--- src/rtl/lsu.sv ---
// rtl/lsu.sv - load/store unit bridging a single-request port to a word-wide memory
// Handles byte/half/word access with lane steering, extension and range/alignment errors.
module lsu #(
    parameter logic [31:0] MEM_BASE  = 32'h8000_0000,
    parameter int          MEM_WORDS = 65536
) (
    input  logic        clk,
    input  logic        rst_n,

    input  logic        req_valid,
    output logic        req_ready,
    input  logic        req_wen,
    input  logic [31:0] req_addr,
    input  logic [1:0]  req_size,
    input  logic        req_unsigned,
    input  logic [31:0] req_wdata,

    output logic        resp_valid,
    input  logic        resp_ready,
    output logic [31:0] resp_rdata,
    output logic        resp_err,

    output logic [31:0] mem_raddr,
    output logic        mem_ren,
    input  logic [31:0] mem_rdata,

    output logic [31:0] mem_waddr,
    output logic [31:0] mem_wdata,
    output logic [3:0]  mem_wmask,
    output logic        mem_wen
);

    localparam logic [1:0] SZ_BYTE = 2'b00;
    localparam logic [1:0] SZ_HALF = 2'b01;
    localparam logic [1:0] SZ_WORD = 2'b10;

    // One past the last valid byte; 33 bits so a window ending at 4 GiB does not wrap.
    localparam logic [32:0] MEM_END = {1'b0, MEM_BASE} + 33'(MEM_WORDS) * 33'd4;

    typedef enum logic [1:0] {
        IDLE    = 2'd0,
        RD_WAIT = 2'd1,
        RESP    = 2'd2
    } state_t;

    state_t      state;
    logic [1:0]  lat_lane;
    logic [1:0]  lat_size;
    logic        lat_unsigned;

    logic [29:0] word_idx;
    logic        in_range;
    logic        req_err;
    logic        accept;
    logic [7:0]  load_byte;
    logic [15:0] load_half;
    logic [31:0] load_ext;

    assign word_idx = 30'((req_addr - MEM_BASE) >> 2);
    assign in_range = ({1'b0, req_addr} >= {1'b0, MEM_BASE}) && ({1'b0, req_addr} < MEM_END);

    always_comb begin
        req_err = !in_range;
        case (req_size)
            SZ_HALF: if (req_addr[0])             req_err = 1'b1;
            SZ_WORD: if (req_addr[1:0] != 2'b00)  req_err = 1'b1;
            SZ_BYTE: ;
            default:                              req_err = 1'b1;
        endcase
    end

    // Gated by rst_n so the memory sees no strobes while reset is held.
    assign req_ready = rst_n && (state == IDLE);
    assign accept    = req_ready && req_valid;
    assign mem_ren   = accept && !req_err && !req_wen;
    assign mem_wen   = accept && !req_err && req_wen;
    assign mem_raddr = {2'b00, word_idx};
    assign mem_waddr = {2'b00, word_idx};

    always_comb begin
        mem_wdata = req_wdata;
        mem_wmask = 4'b0000;
        case (req_size)
            SZ_BYTE: begin
                mem_wdata = {4{req_wdata[7:0]}};
                mem_wmask = 4'b0001 << req_addr[1:0];
            end
            SZ_HALF: begin
                mem_wdata = {2{req_wdata[15:0]}};
                mem_wmask = req_addr[1] ? 4'b1100 : 4'b0011;
            end
            default: begin
                mem_wdata = req_wdata;
                mem_wmask = 4'b1111;
            end
        endcase
        if (!mem_wen)
            mem_wmask = 4'b0000;
    end

    always_comb begin
        load_byte = mem_rdata[8*lat_lane +: 8];
        load_half = mem_rdata[16*lat_lane[1] +: 16];
        case (lat_size)
            SZ_BYTE: load_ext = {{24{load_byte[7] & ~lat_unsigned}}, load_byte};
            SZ_HALF: load_ext = {{16{load_half[15] & ~lat_unsigned}}, load_half};
            default: load_ext = mem_rdata;
        endcase
    end

    always_ff @(posedge clk or negedge rst_n) begin
        if (!rst_n) begin
            state        <= IDLE;
            resp_valid   <= 1'b0;
            resp_rdata   <= 32'h0;
            resp_err     <= 1'b0;
            lat_lane     <= 2'b00;
            lat_size     <= 2'b00;
            lat_unsigned <= 1'b0;
        end else begin
            case (state)
                IDLE: begin
                    if (req_valid) begin
                        if (req_err || req_wen) begin
                            state      <= RESP;
                            resp_valid <= 1'b1;
                            resp_rdata <= 32'h0;
                            resp_err   <= req_err;
                        end else begin
                            state        <= RD_WAIT;
                            lat_lane     <= req_addr[1:0];
                            lat_size     <= req_size;
                            lat_unsigned <= req_unsigned;
                        end
                    end
                end
                RD_WAIT: begin
                    state      <= RESP;
                    resp_valid <= 1'b1;
                    resp_rdata <= load_ext;
                    resp_err   <= 1'b0;
                end
                RESP: begin
                    if (resp_ready) begin
                        state      <= IDLE;
                        resp_valid <= 1'b0;
                    end
                end
                default: begin
                    state      <= IDLE;
                    resp_valid <= 1'b0;
                end
            endcase
        end
    end

endmodule

--- config.mk ---
export PLATFORM = sky130hd
export DESIGN_NAME = lsu
export DESIGN_NICKNAME = d
export VERILOG_FILES = /design/src/rtl/lsu.sv
export SDC_FILE = /design/constraint.sdc
export NUM_CORES = 1
export LEC_CHECK = 0
export CORE_AREA = 2 2 94 96
export DETAILED_ROUTE_END_ITERATION = 12
export DIE_AREA = 0 0 96 98
export DONT_BUFFER_PORTS = 1
export SLEW_MARGIN = 20
export SYNTH_ARGS = -nofsm -noshare
export SYNTH_HDL_FRONTEND = slang
export SYNTH_SLANG_ARGS = --single-unit
--- constraint.sdc ---
create_clock -name clk -period 2.1 [get_ports clk]
set_input_delay 0.42 -clock clk [delete_from_list [all_inputs] [get_ports clk]]
set_output_delay 0.42 -clock clk [all_outputs]
set_load 0.02 [all_outputs]
==> flow_metrics.tcl <==
set metrics [dict create \
    path_cells "inv_1, ha_1, nor2_1, a41o_1, nand4_1, buf_4, nor2_1, buf_4" \
    synth-seq-area-share_pct 31.41 \
    synth_edf_count 0 \
    core_um2 8466 \
    globalplace.congestion 0.8152 \
    grt_util_all_layers_pct 17.66 \
    synth_cell_types 44 \
    slowest_stage "ha_1" \
    tns_ns 0 \
    clock_skew_ns 0.009532 \
    cp_max_fo 5 \
    cts_htree_levels 2 \
    final.min_clock_period_ns 2.001 \
    place_ws_ns -0.04872 \
    wl_per_cell_um 21.53 \
    cap_violations 0 \
    hold_viol_final 0 \
    worstSkewPairLatency_ns 0.29 \
    grt_overflow_total 0 \
    vias 2326 \
    critical-path-max-stage-delay_ns 0.34 \
    yosysTopAreaCell "dfrtp_1" \
    ys_top_cells_by_count "72 x buf_4, 41 x dfrtp_1, 31 x a22o_1" \
    ir_drop_mv 0.3703 \
    final_nets 407 \
    cts_tree "done" \
    stdcell_area_um2 3110 \
    ioPinCount 241 \
    drive_gt1_share_pct 17.33 \
    dp_hpwl_mm 6.917 \
    finalCritPeriodShare_pct 95.30 \
    fp-row-count 34 \
    worstSetupEndpointType "output pin" \
    vias_per_cell 5.673 \
    worstMarginPinSlew_ns 0.7453 \
    setup_viol 0 \
    cts_root_buffer "clkbuf_8" \
    yosysTopAreaCellShare_pct 31.41 \
    place_area_um2 2945 \
    synth.area.top_cells "dfrtp_1 31%, buf_4 17%, a22o_1 8.3%" \
    async_flop_share_pct 100.0 \
    wl_mm 8.826 \
    power_density_nw_per_um2 929.7 \
    numCtsBuffers 5 \
    timing.fmax_mhz 499.7 \
    die_width_um 96 \
    cts.path.max_buffers 2 \
    crit_type "input pin to output pin" \
    status "completed" \
    drv_slew 0 \
    slew_headroom_pct 50.32 \
    portBuffers 0 \
    drc 0 \
    avgSynthCellArea_um2 9.100 \
    ys.flop_type "dfrtp_1" \
    initial_core_util_pct 38.59 \
    ys_warn_count 0 \
    worstPathRequired_ns 1.68 \
    synth_most_common_cell "buf_4" \
    power_leakage_nw 1.419 \
    layout_setup_ws_ns 0.09874 \
    syn_area_um2 3267 \
    start_kind "input pin" \
    arrival_ns 1.58 \
    synth_seq_cells 41 \
    cts.sinks 41 \
    grt_max_degree 42 \
    grt_pass1_vias 2238 \
    die_y_um 98 \
    antenna_found_initial 0 \
    dieArea_um2 9408 \
    drt_iter0_drc 88 \
    area_growth_pct -4.788 \
    synthCells 359 \
    final_antenna_net_count 0 \
    hp-class "input pin to flop" \
    rsz0062_at_grt "false" \
    firstDrtPassIters 4 \
    clk_pin_slew_ns 0.08 \
    fin_util_pct 36.74 \
    grt_pass1_wl_mm 12.83 \
]
[placed cells by master, fill, tap and decap left out, types with 4 or more instances in the layout]
cell / instances
dfrtp_1: 41
clkbuf_8: 6
or3_1: 7
a22oi_1: 8
nor2_1: 8
mux2i_1: 8
mux2_2: 13
inv_1: 10
buf_4: 16
o2bb2ai_1: 7
ha_1: 4
o22ai_1: 8
conb_1: 4
nand2_1: 28
a21oi_1: 20
a22o_1: 31
nand2b_1: 22
nor2b_1: 11
o21ai_0: 9
[flip-flops by register name, indices dropped and copies added (netlist names)]
| signal | cells |
|---|---|
| resp_rdata | 32 |
| lat_lane | 2 |
| lat_size | 2 |
| state | 2 |
| lat_unsigned | 1 |
| resp_err | 1 |
| resp_valid | 1 |
[area by class of cell]
| class | count | area, µm² |
|---|---|---|
| clock inverter | 1 | 30.03 |
| sequential | 41 | 1026 |
| inverter | 10 | 37.54 |
| clock buffer | 7 | 86.33 |
| timing repair buffer | 20 | 190.2 |
| tap | 108 | 135.1 |
| fill | 838 | 5355 |
| antenna | 2 | 5.005 |
| multi-input combinational | 221 | 1600 |
[logic make-up (layout without fill, tap and decap cells)]
group / Yosys count / after routing / share of synthesized area [%]
other: 1 / 6 / 0.1148
buffers and inverters: 100 / 38 / 20.53
flip-flops: 41 / 41 / 31.41
adder cells (fa/ha/maj): 4 / 4 / 1.532
AO/OA/AOI/OAI: 99 / 99 / 22.67
multiplexers: 22 / 22 / 7.622
AND/OR/NAND/NOR: 92 / 92 / 16.12
[per-layer routing]
| layer | track usage (%) | wire, µm |
|---|---|---|
| met1 | 21.63 | 3539 |
| met2 | 30.56 | 4348 |
| met3 | 5.478 | 877 |
| met4 | 2.857 | 60 |
| met5 | 0 | 0 |
[worst max-delay path, delay by kind of cell]
family,cells,cell delay [ns]
simple gates,3,0.33
fa+ha+maj,1,0.34
compound gates,1,0.13
buf+inv,3,0.36
[path summary, 6_finish.rpt]
kind                                          start                          to  slack, ns  depth (start not counted)
min                                     req_size[1]     lat_size[1]$_DFFE_PN0P_       0.27                          1
min reg2reg                lat_unsigned$_DFFE_PN0P_    lat_unsigned$_DFFE_PN0P_       0.51                          1
min in group asynchronous                     rst_n  resp_rdata[29]$_DFFE_PN0P_       0.62                          2
max                                     req_size[0]                mem_wmask[0]        0.1                          8
max in group asynchronous                     rst_n   resp_rdata[1]$_DFFE_PN0P_       1.27                          2
max reg2reg                 lat_lane[1]$_DFFE_PN0P_  resp_rdata[22]$_DFFE_PN0P_       0.33                          4
[power breakdown]
part | internal [W] | switching (W)
Clock | 0.000388 | 0.000281
Sequential | 0.000901 | 0.000217
Combinational | 0.000467 | 0.000638
Total | 0.00176 | 0.00114
[timing repair]
action,4_1_cts,5_1_grt
gates resized for setup,0,2
endpoints found under the setup margin,4,2
endpoints found under the hold margin,41,0
hold buffers,2,0
pin swaps,1,0
buffers inserted,1,0
[per-stage QoR]
| step | hold WS, ns | cells | power [W] |
|---|---|---|---|
| 2_1_floorplan | 0.1244 | 362 | 0.002150 |
| 3_3_place_gp | 0.1253 | 397 | 0.002198 |
| 3_5_place_dp | 0.1253 | 397 | 0.002215 |
| 4_1_cts | 0.2659 | 408 | 0.002904 |
| 5_1_grt | 0.2581 | 408 | 0.003084 |
| 6_report | 0.2740 | 410 | 0.002892 |
Power figures use the tool's default switching activity.
